<file path="src/rtl/mem_stage.sv">
// mem_stage: byte-serial load/store stage between EX_MEM and MEM_WB, little-endian assembly with sign/zero extension.
`ifndef idNOP
`define instIdxRange 5:0
`define idNOP 6'd0
`define idLB  6'd1
`define idLH  6'd2
`define idLW  6'd3
`define idLBU 6'd4
`define idLHU 6'd5
`define idSB  6'd6
`define idSH  6'd7
`define idSW  6'd8
`endif
module mem_stage (
  input  logic                 clk_in,
  input  logic                 rst_in,
  input  logic                 valid_in,
  output logic                 ready_out,
  input  logic [`instIdxRange] instIdx_in,
  input  logic [31:0]          memAddr_in,
  input  logic [31:0]          valStore_in,
  input  logic                 rdE_in,
  input  logic [4:0]           rdIdx_in,
  input  logic [31:0]          rdData_in,
  output logic                 mem_req_out,
  output logic                 mem_wr_out,
  output logic [31:0]          mem_addr_out,
  output logic [7:0]           mem_dout_out,
  input  logic                 mem_grant_in,
  input  logic [7:0]           mem_din_in,
  output logic                 valid_out,
  output logic                 rdE_out,
  output logic [4:0]           rdIdx_out,
  output logic [31:0]          rdData_out,
  output logic                 stall_out
);
  typedef enum logic {IDLE, BUSY} state_t;
  state_t              state_q, state_d;
  logic [2:0]          k_q, k_d, n_q, n_d, size_in;
  logic                load_q, load_d, cap_q, cap_d, is_load_in;
  logic [1:0]          lane_q, lane_d;
  logic [`instIdxRange] inst_q, inst_d;
  logic [31:0]         addr_q, addr_d, store_q, store_d, data_q, data_d;
  logic                rde_q, rde_d;
  logic [4:0]          idx_q, idx_d;
  logic                valid_q, valid_d, orde_q, orde_d;
  logic [4:0]          oidx_q, oidx_d;
  logic [31:0]         odata_q, odata_d, full, ext;
  logic                req, granted;
  always_comb begin
    size_in = 3'd0;
    is_load_in = 1'b0;
    case (instIdx_in)
      `idLB, `idLBU: begin size_in = 3'd1; is_load_in = 1'b1; end
      `idLH, `idLHU: begin size_in = 3'd2; is_load_in = 1'b1; end
      `idLW:         begin size_in = 3'd4; is_load_in = 1'b1; end
      `idSB:         size_in = 3'd1;
      `idSH:         size_in = 3'd2;
      `idSW:         size_in = 3'd4;
      default:       size_in = 3'd0;
    endcase
  end
  // the byte arriving this cycle is merged before extension so completion needs no extra cycle
  always_comb begin
    full = data_q;
    full[8*lane_q +: 8] = mem_din_in;
    ext = inst_q == `idLB  ? {{24{full[7]}}, full[7:0]} :
          inst_q == `idLH  ? {{16{full[15]}}, full[15:0]} :
          inst_q == `idLBU ? {24'd0, full[7:0]} :
          inst_q == `idLHU ? {16'd0, full[15:0]} : full;
  end
  assign req     = state_q == BUSY && k_q < n_q;
  assign granted = req && mem_grant_in;
  always_comb begin
    state_d = state_q;
    k_d     = k_q;
    n_d     = n_q;
    load_d  = load_q;
    inst_d  = inst_q;
    addr_d  = addr_q;
    store_d = store_q;
    data_d  = data_q;
    rde_d   = rde_q;
    idx_d   = idx_q;
    orde_d  = orde_q;
    oidx_d  = oidx_q;
    odata_d = odata_q;
    valid_d = 1'b0;
    cap_d   = granted && load_q;
    lane_d  = k_q[1:0];
    if (valid_in && state_q == IDLE) begin
      if (size_in == 3'd0) begin
        valid_d = 1'b1;
        orde_d  = rdE_in;
        oidx_d  = rdIdx_in;
        odata_d = rdData_in;
      end else begin
        state_d = BUSY;
        k_d     = 3'd0;
        n_d     = size_in;
        load_d  = is_load_in;
        inst_d  = instIdx_in;
        addr_d  = memAddr_in;
        store_d = valStore_in;
        data_d  = 32'd0;
        rde_d   = rdE_in;
        idx_d   = rdIdx_in;
      end
    end
    if (granted) k_d = k_q + 3'd1;
    if (granted && !load_q && k_q == n_q - 3'd1) begin
      state_d = IDLE;
      valid_d = 1'b1;
      orde_d  = 1'b0;
      oidx_d  = idx_q;
      odata_d = 32'd0;
    end
    if (cap_q) data_d = full;
    if (cap_q && {1'b0, lane_q} == n_q - 3'd1) begin
      state_d = IDLE;
      valid_d = 1'b1;
      orde_d  = rde_q;
      oidx_d  = idx_q;
      odata_d = ext;
    end
  end
  always_ff @(posedge clk_in or negedge rst_in) begin
    if (!rst_in) begin
      state_q <= IDLE;
      k_q     <= 3'd0;
      n_q     <= 3'd0;
      load_q  <= 1'b0;
      cap_q   <= 1'b0;
      lane_q  <= 2'd0;
      inst_q  <= '0;
      addr_q  <= 32'd0;
      store_q <= 32'd0;
      data_q  <= 32'd0;
      rde_q   <= 1'b0;
      idx_q   <= 5'd0;
      valid_q <= 1'b0;
      orde_q  <= 1'b0;
      oidx_q  <= 5'd0;
      odata_q <= 32'd0;
    end else begin
      state_q <= state_d;
      k_q     <= k_d;
      n_q     <= n_d;
      load_q  <= load_d;
      cap_q   <= cap_d;
      lane_q  <= lane_d;
      inst_q  <= inst_d;
      addr_q  <= addr_d;
      store_q <= store_d;
      data_q  <= data_d;
      rde_q   <= rde_d;
      idx_q   <= idx_d;
      valid_q <= valid_d;
      orde_q  <= orde_d;
      oidx_q  <= oidx_d;
      odata_q <= odata_d;
    end
  end
  assign ready_out    = state_q == IDLE;
  assign stall_out    = state_q != IDLE;
  assign mem_req_out  = req;
  assign mem_wr_out   = req && !load_q;
  assign mem_addr_out = req ? addr_q + {29'd0, k_q} : 32'd0;
  assign mem_dout_out = req ? store_q[8*k_q[1:0] +: 8] : 8'd0;
  assign valid_out    = valid_q;
  assign rdE_out      = orde_q;
  assign rdIdx_out    = oidx_q;
  assign rdData_out   = odata_q;
endmodule

</file>
<file path="config.mk">
export PLATFORM = sky130hd
export DESIGN_NAME = mem_stage
export DESIGN_NICKNAME = d
export VERILOG_FILES = /design/src/rtl/mem_stage.sv
export SDC_FILE = /design/constraint.sdc
export NUM_CORES = 1
export LEC_CHECK = 0
export ABC_AREA = 1
export ABC_CLOCK_PERIOD_IN_PS = 3300
export CAP_MARGIN = 0
export CORE_AREA = 2 2 164 166
export DETAILED_ROUTE_END_ITERATION = 12
export DIE_AREA = 0 0 166 168
export PLACE_DENSITY = 0.6
export SYNTH_ARGS = -nofsm -noshare
export SYNTH_HDL_FRONTEND = slang
export SYNTH_SLANG_ARGS = --single-unit
</file>
<file path="constraint.sdc">
create_clock -name clk_in -period 3.3 [get_ports clk_in]
set_input_delay 0.495 -clock clk_in [delete_from_list [all_inputs] [get_ports clk_in]]
set_output_delay 0.495 -clock clk_in [all_outputs]
set_load 0.05 [all_outputs]
</file>
==> out/qor.yml, run 1 <==
synth.lib_cells_used.distinct: 35
syn-cell-area_sq_um: 8990
dpl-instance-area_sq_um: 11300
grt_pass1_vias: 8350
yosys_warnings: 0
seqCellArea_sq_um: 3950
post_synth.cell_area_avg_sq_um: 6.85
fp-row-count: 60
crit_top_cell: "inv_1"
worst_ep_arrival_time_ns: 2.67
critPathKind: "register to primary output"
numCtsBuffers: 17
grtUsageTotal: 0.193
synth_sequential_area_ratio: 0.440
finalCritPeriodShare: 0.959
antenna_violations_before_repair: 0
multiInputGateArea_sq_um: 4430
synth.net_count: 1446
post_drt_wl_per_cell_um: 14.6
ctsHtreeMaxLevel: 4
report.final.setup_viol: 0
vias: 8784
tritoncts: "yes"
timing.critical_path.from_type: "register"
final_std_cell_area_no_fill_sq_um: 11900
viasPerCell: 4.74
clock_sink_count: 158
fin_worst_skew_ns: 0.0111
gp_routability_congestion: 0.855
synth_top_flop_cell: "dfrtp_1"
buffer_ports.inserted: 202
cp_data_required_time_ns: 2.80
hold_wc_path_type: "input pin to async pin"
netlist_instances: 1312
area_growth_syn_to_layout_pct: 32.4
max_slew.worst_pin.slew_ns: 0.991
cts-root-buf: "clkbuf_16"
max-vdd-ir-drop_v: 0.000636
ctsLongestPathBuffers: 2
hold_viol: 0
synth_enable_flop_cells: 0
reg2reg_from: "k_q[1]"
clk_latency_ns: 0.43
synth_top_cells_by_area: "dfrtp_1 44%, nand2_1 27%, nand3_1 4.5%"
final-max-slew-violation-count: 0
rsz0062_at_grt: "true"
drive_above_1_share: 0.0892
cp.buffers_inverters: 4
synth-seq-cells: 158
timing.critical_path.to_type: "primary output"
place.detailed.instances: 1815
ant_nets: 0
core_area_sq_um: 26400
boundaryPins: 203
route.final.wire_length_um: 27200
worst_path_cell_with_the_longest_stage_delay: "dfrtp_1"
timing.critical_path.cells: "ha_1 > inv_1 > fa_1 > inv_1 > nand3_1 > nand2_2 > nand4_1 > buf_4 > nor2_2 > nand2_1 > xor2_1 > nor2_1 > buf_12"
max-slew-margin-rel: 0.339
number_of_hold_buffers_added_after_cts: 0
setup.worst_path.start: "k_q[0]"
cp_max_fo: 6
cap_violations: 0
power-per-cell-area_nw_per_um2: 991
drt_first_pass_iters: 7
synth_top_area_share: 0.440
chipHeight_um: 168
detailedPlacementHpwl_um: 19500
cellLeakagePower_uw: 0.00611
sum_neg_setup_slack_ns: 0
antennaDiodeCount: 0
gr-total-overflow: 0
netlist_top_cells_count: "636 x nand2_1, 158 x dfrtp_1, 99 x nor2_1"
grt_max_degree: 79
post-synth-top-area-cell: "dfrtp_1"
design.final.nets: 1635
grt_pass1_wl_um: 43700
die-width_um: 166
floorplan.initialDensity: 0.341
detail_route.iter0.violations: 787
slowest_delay_ns: 0.36
synth.most_common_cell: "nand2_1"
timing.fmax_ghz: 0.316
outcome: "finished, final reports clean"
shortest_period_the_worst_path_allows_ns: 3.16
count_of_placed_standard_cells_in_the_final_layout_fillers_left_out: 1854
fp.dieArea_sq_um: 27900
cts.reportedPaths.clkPinSlew_ns: 0.07
layout.filler_cells: 2690
cp_top_family: "simple AND/OR/NAND/NOR gates"
drc: 0
synth-async-reset-ratio: 1.00
[state kept, by name, indices dropped and copies added (netlist names), 3 cells and up]
signal	count
n_q	3
addr_q	32
idx_q	5
k_q	3
inst_q	6
data_q	32
store_q	32
rdIdx_out	5
rdData_out	32
[where the power goes]
group          switching, uW  internal [uW]
combinational           4380           2040
clock                    901           1050
sequential               652           2780
total                   5930           5870
[final timing paths]
| path | endpoint | slack [ns] | cells past startpoint |
|---|---|---|---|
| worst max-delay path | mem_addr_out[28] | 0.14 | 13 |
| worst min-delay path | data_q[2] | 0.05 | 1 |
| worst max register to register | rdData_out[7] | 0.53 | 12 |
| worst min register to register | store_q[8] | 0.48 | 2 |
| max in group asynchronous | store_q[2] | 2.34 | 2 |
| min in group clk_in | store_q[8] | 0.48 | 2 |
[area by class of cell]
| type | count | share of cell area |
|---|---|---|
| Clock buffer | 17 | 0.0357 |
| Clock inverter | 14 | 0.0112 |
| Inverter | 96 | 0.0306 |
| Multi-Input combinational cell | 1001 | 0.372 |
| Sequential cell | 158 | 0.332 |
| Tap cell | 341 | 0.0358 |
| Timing Repair Buffer | 227 | 0.182 |
[per-layer routing]
metal  track usage  part of all wire  vias to the layer above
li1              -                 -                     4478
met1         0.264              0.47                     4026
met2         0.318              0.46                      259
met3        0.0433             0.057                       21
met4        0.0374            0.0095                        0
met5             0                 0                        -
[placed cells by master, fill, tap and decap left out, types with 2 or more instances in the layout]
cell               n
inv_2              3
nor4_1             4
inv_6              4
inv_8              2
o21ai_1           16
nor2_4             3
a31oi_2            2
buf_12             5
buf_4             62
nor2_2             8
nand3_2            2
clkinv_1           4
clkinvlp_4         4
nand4_1           13
nor3_2             2
clkinv_2           3
a21oi_1           22
nand3_1           81
nand2_1          634
inv_1             88
nor2_1            95
xor2_1             7
a21oi_2            4
clkdlybuf4s50_1  159
o21ai_0           57
o22ai_1           14
ha_1              13
nor3_1             6
nand2_2            6
clkbuf_16         17
xnor2_1            5
dfrtp_1          158
[through the flow]
stage	setup WS [ns]	util	power (uW)	hold slack, ns
after floorplan	-0.0859	-	7700	0.199
after global placement	0.388	0.427	9720	0.452
after detailed placement	0.303	0.427	9770	0.460
after CTS	0.0660	0.449	11800	0.0879
after global routing	-0.0283	0.452	12600	0.0984
final	0.135	0.452	11800	0.0486
[timing repair]
action	in CTS	in global routing
endpoints found under the setup margin	8	51
gates resized for setup	3	8
pin swaps	0	3
setup buffers	2	5
gates cloned	0	1
[cells by family (layout without fill, tap and decap cells)]
group	count (synthesis)	after routing	share of synthesized area
buffers and inverters	154	354	0.0752
AO/OA/AOI/OAI	118	118	0.0699
flip-flops	158	158	0.440
XOR/XNOR	13	13	0.0135
AND/OR/NAND/NOR	855	856	0.381
adder cells (fa/ha/maj)	14	14	0.0203
No activity file was read; power rests on OpenSTA's default activity.
==> run 2: changes to the inputs <==
==> config.mk (replaced) <==
export PLATFORM = sky130hd
export DESIGN_NAME = mem_stage
export DESIGN_NICKNAME = d
export VERILOG_FILES = /design/src/rtl/mem_stage.sv
export SDC_FILE = /design/constraint.sdc
export NUM_CORES = 1
export LEC_CHECK = 0
export ABC_CLOCK_PERIOD_IN_PS = 3300
export CAP_MARGIN = 0
export CORE_AREA = 2 2 158 160
export DETAILED_ROUTE_END_ITERATION = 12
export DIE_AREA = 0 0 160 162
export PLACE_DENSITY = 0.61
export SLEW_MARGIN = 10
export SYNTH_ARGS = -nofsm -noshare
export SYNTH_HDL_FRONTEND = slang
export SYNTH_SLANG_ARGS = --single-unit
==> run 2 against run 1 <==
Net effect:
- clock power hardly changed
- final cell count is 20% lower
- critical path depth is 7 lower
==> out/qor.yml, run 2 <==
outcome: "finished, final reports clean"
reg2reg_from: "k_q[1]"
antennaDiodeCount: 0  # unchanged
yosys_warnings: 0  # unchanged
hold_viol: 0  # unchanged
numCtsBuffers: 17  # unchanged
power.internal_uw: 6400  # +9.1%
mostFrequentLayoutCells: "272 x nand2_1, 159 x clkdlybuf4s50_1, 158 x dfrtp_1"
max-slew-margin-rel: 0.430  # +0.0915
drive_above_1_share: 0.121  # +0.0313
setup.worst_path.start: "addr_q[10]"
timing.fmax_ghz: 0.317  # +0.22%
route.final.wire_length_um: 24200  # -11%
cts-root-buf: "clkbuf_16"
grt_pass1_vias: 7485  # -10%
syn-cell-area_sq_um: 8380  # -6.7%
timing.critical_path.to_type: "primary output"
synth_enable_flop_cells: 0  # unchanged
synth_top_flop_cell: "dfrtp_1"
boundaryPins: 203  # unchanged
grt_pass1_wl_um: 39900  # -8.8%
xor_and_xnor_area_share_after_synthesis: 0.0272  # +0.0137
post_synth_mux_area_share: 0.0585  # +0.0585
area_growth_syn_to_layout_pct: 41.2
critPathKind: "register to primary output"
gp_routability_congestion: 0.867  # +1.4%
final_std_cell_area_no_fill_sq_um: 11800  # -0.55%
buffer_ports.inserted: 202  # unchanged
max-vdd-ir-drop_v: 0.000558  # -12%
synth-async-reset-ratio: 1.00  # unchanged
final-max-slew-violation-count: 0  # unchanged
rsz0062_at_grt: "false"
fp.dieArea_sq_um: 25900  # -7.1%
netlist_instances: 953  # -27%
power-per-cell-area_nw_per_um2: 985  # -0.57%
seqPwrFrac: 0.286  # -0.005
clk_latency_ns: 0.42  # about the same
tritoncts: "yes"
worst_ep_arrival_time_ns: 2.66  # about the same
vias: 7385  # -16%
synth_sequential_area_ratio: 0.472  # +0.0318
ctsLongestPathBuffers: 2  # unchanged
synth.net_count: 1087  # -25%
report.final.setup_viol: 0  # unchanged
synth_top_area_share: 0.472  # +0.0318
cellLeakagePower_uw: 0.00523  # -14%
die-width_um: 160  # -3.6%
synthAdderAreaFrac: 0.0218  # +0.00147
floorplan.initialDensity: 0.348  # +0.00664
dpl-instance-area_sq_um: 11200  # -0.11%
finalCritPeriodShare: 0.957  # -0.00212
shortest_period_the_worst_path_allows_ns: 3.16  # -0.00700 ns
count_of_placed_standard_cells_in_the_final_layout_fillers_left_out: 1477  # -20%
drc: 0  # unchanged
worst_hold_slack_ns: 0.159  # +0.111 ns
fp-row-count: 57  # -5.0%
finalCoreUtilization: 0.491  # +0.0394
detailedPlacementHpwl_um: 17200  # -12%
synth_top_family_by_area: "simple AND/OR/NAND/NOR gates"
place.detailed.instances: 1443  # -20%
synth_top_cells_by_area: "dfrtp_1 47%, nand2_1 12%, mux2i_1 3.7%"
cts.reportedPaths.clkPinSlew_ns: 0.07  # about the same
synth_simple_gate_area_share: 0.246  # -0.135
netlist_top_cells_count: "272 x nand2_1, 158 x dfrtp_1, 52 x nor2_1"
sum_neg_setup_slack_ns: 0  # unchanged
antenna_violations_before_repair: 0  # unchanged
hold_wc_path_type: "input pin to async pin"
drt_first_pass_iters: 5  # -2
timing.critical_path.from_type: "register"
clock_sink_count: 158  # unchanged
post-synth-top-area-cell: "dfrtp_1"
post_drt_wl_per_cell_um: 16.4  # +12%
grtUsageTotal: 0.193  # -0.000881
grt_max_degree: 89  # +13%
viasPerCell: 5.00  # +5.5%
detail_route.iter0.violations: 346  # -56%
design.final.nets: 1274  # -22%
ant_nets: 0  # unchanged
ctsHtreeMaxLevel: 4  # unchanged
power.switching_uw: 5260  # -11%
synth.lib_cells_used.distinct: 56  # +60%
core_area_sq_um: 24100  # -8.5%
power.share.combinational: 0.547  # +0.003
cap_violations: 0  # unchanged
chipHeight_um: 162  # -3.6%
layout_commonest_cell: "nand2_1"
synth-seq-cells: 158  # unchanged
cp_max_fo: 7  # +1
max_slew.worst_pin.slew_ns: 0.854  # -0.136 ns
fin_worst_skew_ns: 0.00776  # -0.00331 ns
cp_data_required_time_ns: 2.80  # about the same
post_synth.cell_area_avg_sq_um: 8.80  # +28%
power_switching_share: 0.451  # -0.0515
power_share_of_the_clock_group: 0.167  # +0.002
rr_worst_depth: 9  # -3
synth_compound_area_frac: 0.127  # +0.0568
synth.most_common_cell: "nand2_1"
gr-total-overflow: 0  # unchanged
==> run 2: path summary, 6_finish.rpt <==
kind | to | slack (ns)
worst max-delay path | mem_addr_out[29] | 0.14
worst min register to register | store_q[13] | 0.48
min in group clk_in | store_q[13] | 0.48
max in group asynchronous | store_q[3] | 2.36
worst max register to register | rdData_out[18] | 0.69
worst min-delay path | rdData_out[6] | 0.16
==> run 2: power by group through the flow <==
stage	Combinational, uW	Sequential [uW]	Clock (uW)
CTS	6420	3340	2000
global placement	6330	3340	0
global route	6840	3460	2090
detailed placement	6390	3370	0
floorplan	3130	4070	0
finish	6380	3340	1950
==> run 2: per-stage QoR <==
step	total power, uW	setup slack [ns]
finish	11700	0.142
global placement	9680	0.466
CTS	11800	0.0388
global route	12400	0.0407
floorplan	7200	0.0490
detailed placement	9750	0.444
==> run 2: area by class of cell <==
class                           instances  area [sq um]
Clock inverter                         15           153
Fill cell                            2338         12300
Clock buffer                           17           425
Timing Repair Buffer                  227          2690
Multi-Input combinational cell        703          4080
Sequential cell                       158          3950
Inverter                               33           124
Tap cell                              324           405
==> run 2: cell families (layout without fill, tap and decap cells) <==
logic type,after synthesis,count (layout)
multiplexers,39,39
adder cells (fa/ha/maj),14,14
buffers and inverters,92,292
AND/OR/NAND/NOR,451,451
flip-flops,158,158
XOR/XNOR,26,26
AO/OA/AOI/OAI,173,173
==> run 2: repair_timing <==
item,4_1_cts,5_1_grt
hold buffers,0,0
resized for setup,1,1
setup buffers,2,0
pin swaps,1,1
endpoints found under the setup margin,3,5
gates cloned,0,0
==> run 2: per-layer routing <==
layer | wire [um] | global-route usage
met2 | 11500 | 0.309
met5 | 0 | 0
met3 | 1530 | 0.0575
met4 | 298 | 0.0467
met1 | 10900 | 0.257
==> run 2: critical path, stage by stage, from the launching register on <==
cell and delay [ns]:
dfrtp_1 0.46, and4_4 0.31, nand4_4 0.16, nor4_4 0.37
or4b_1 0.46, a21oi_1 0.29, buf_12 0.18
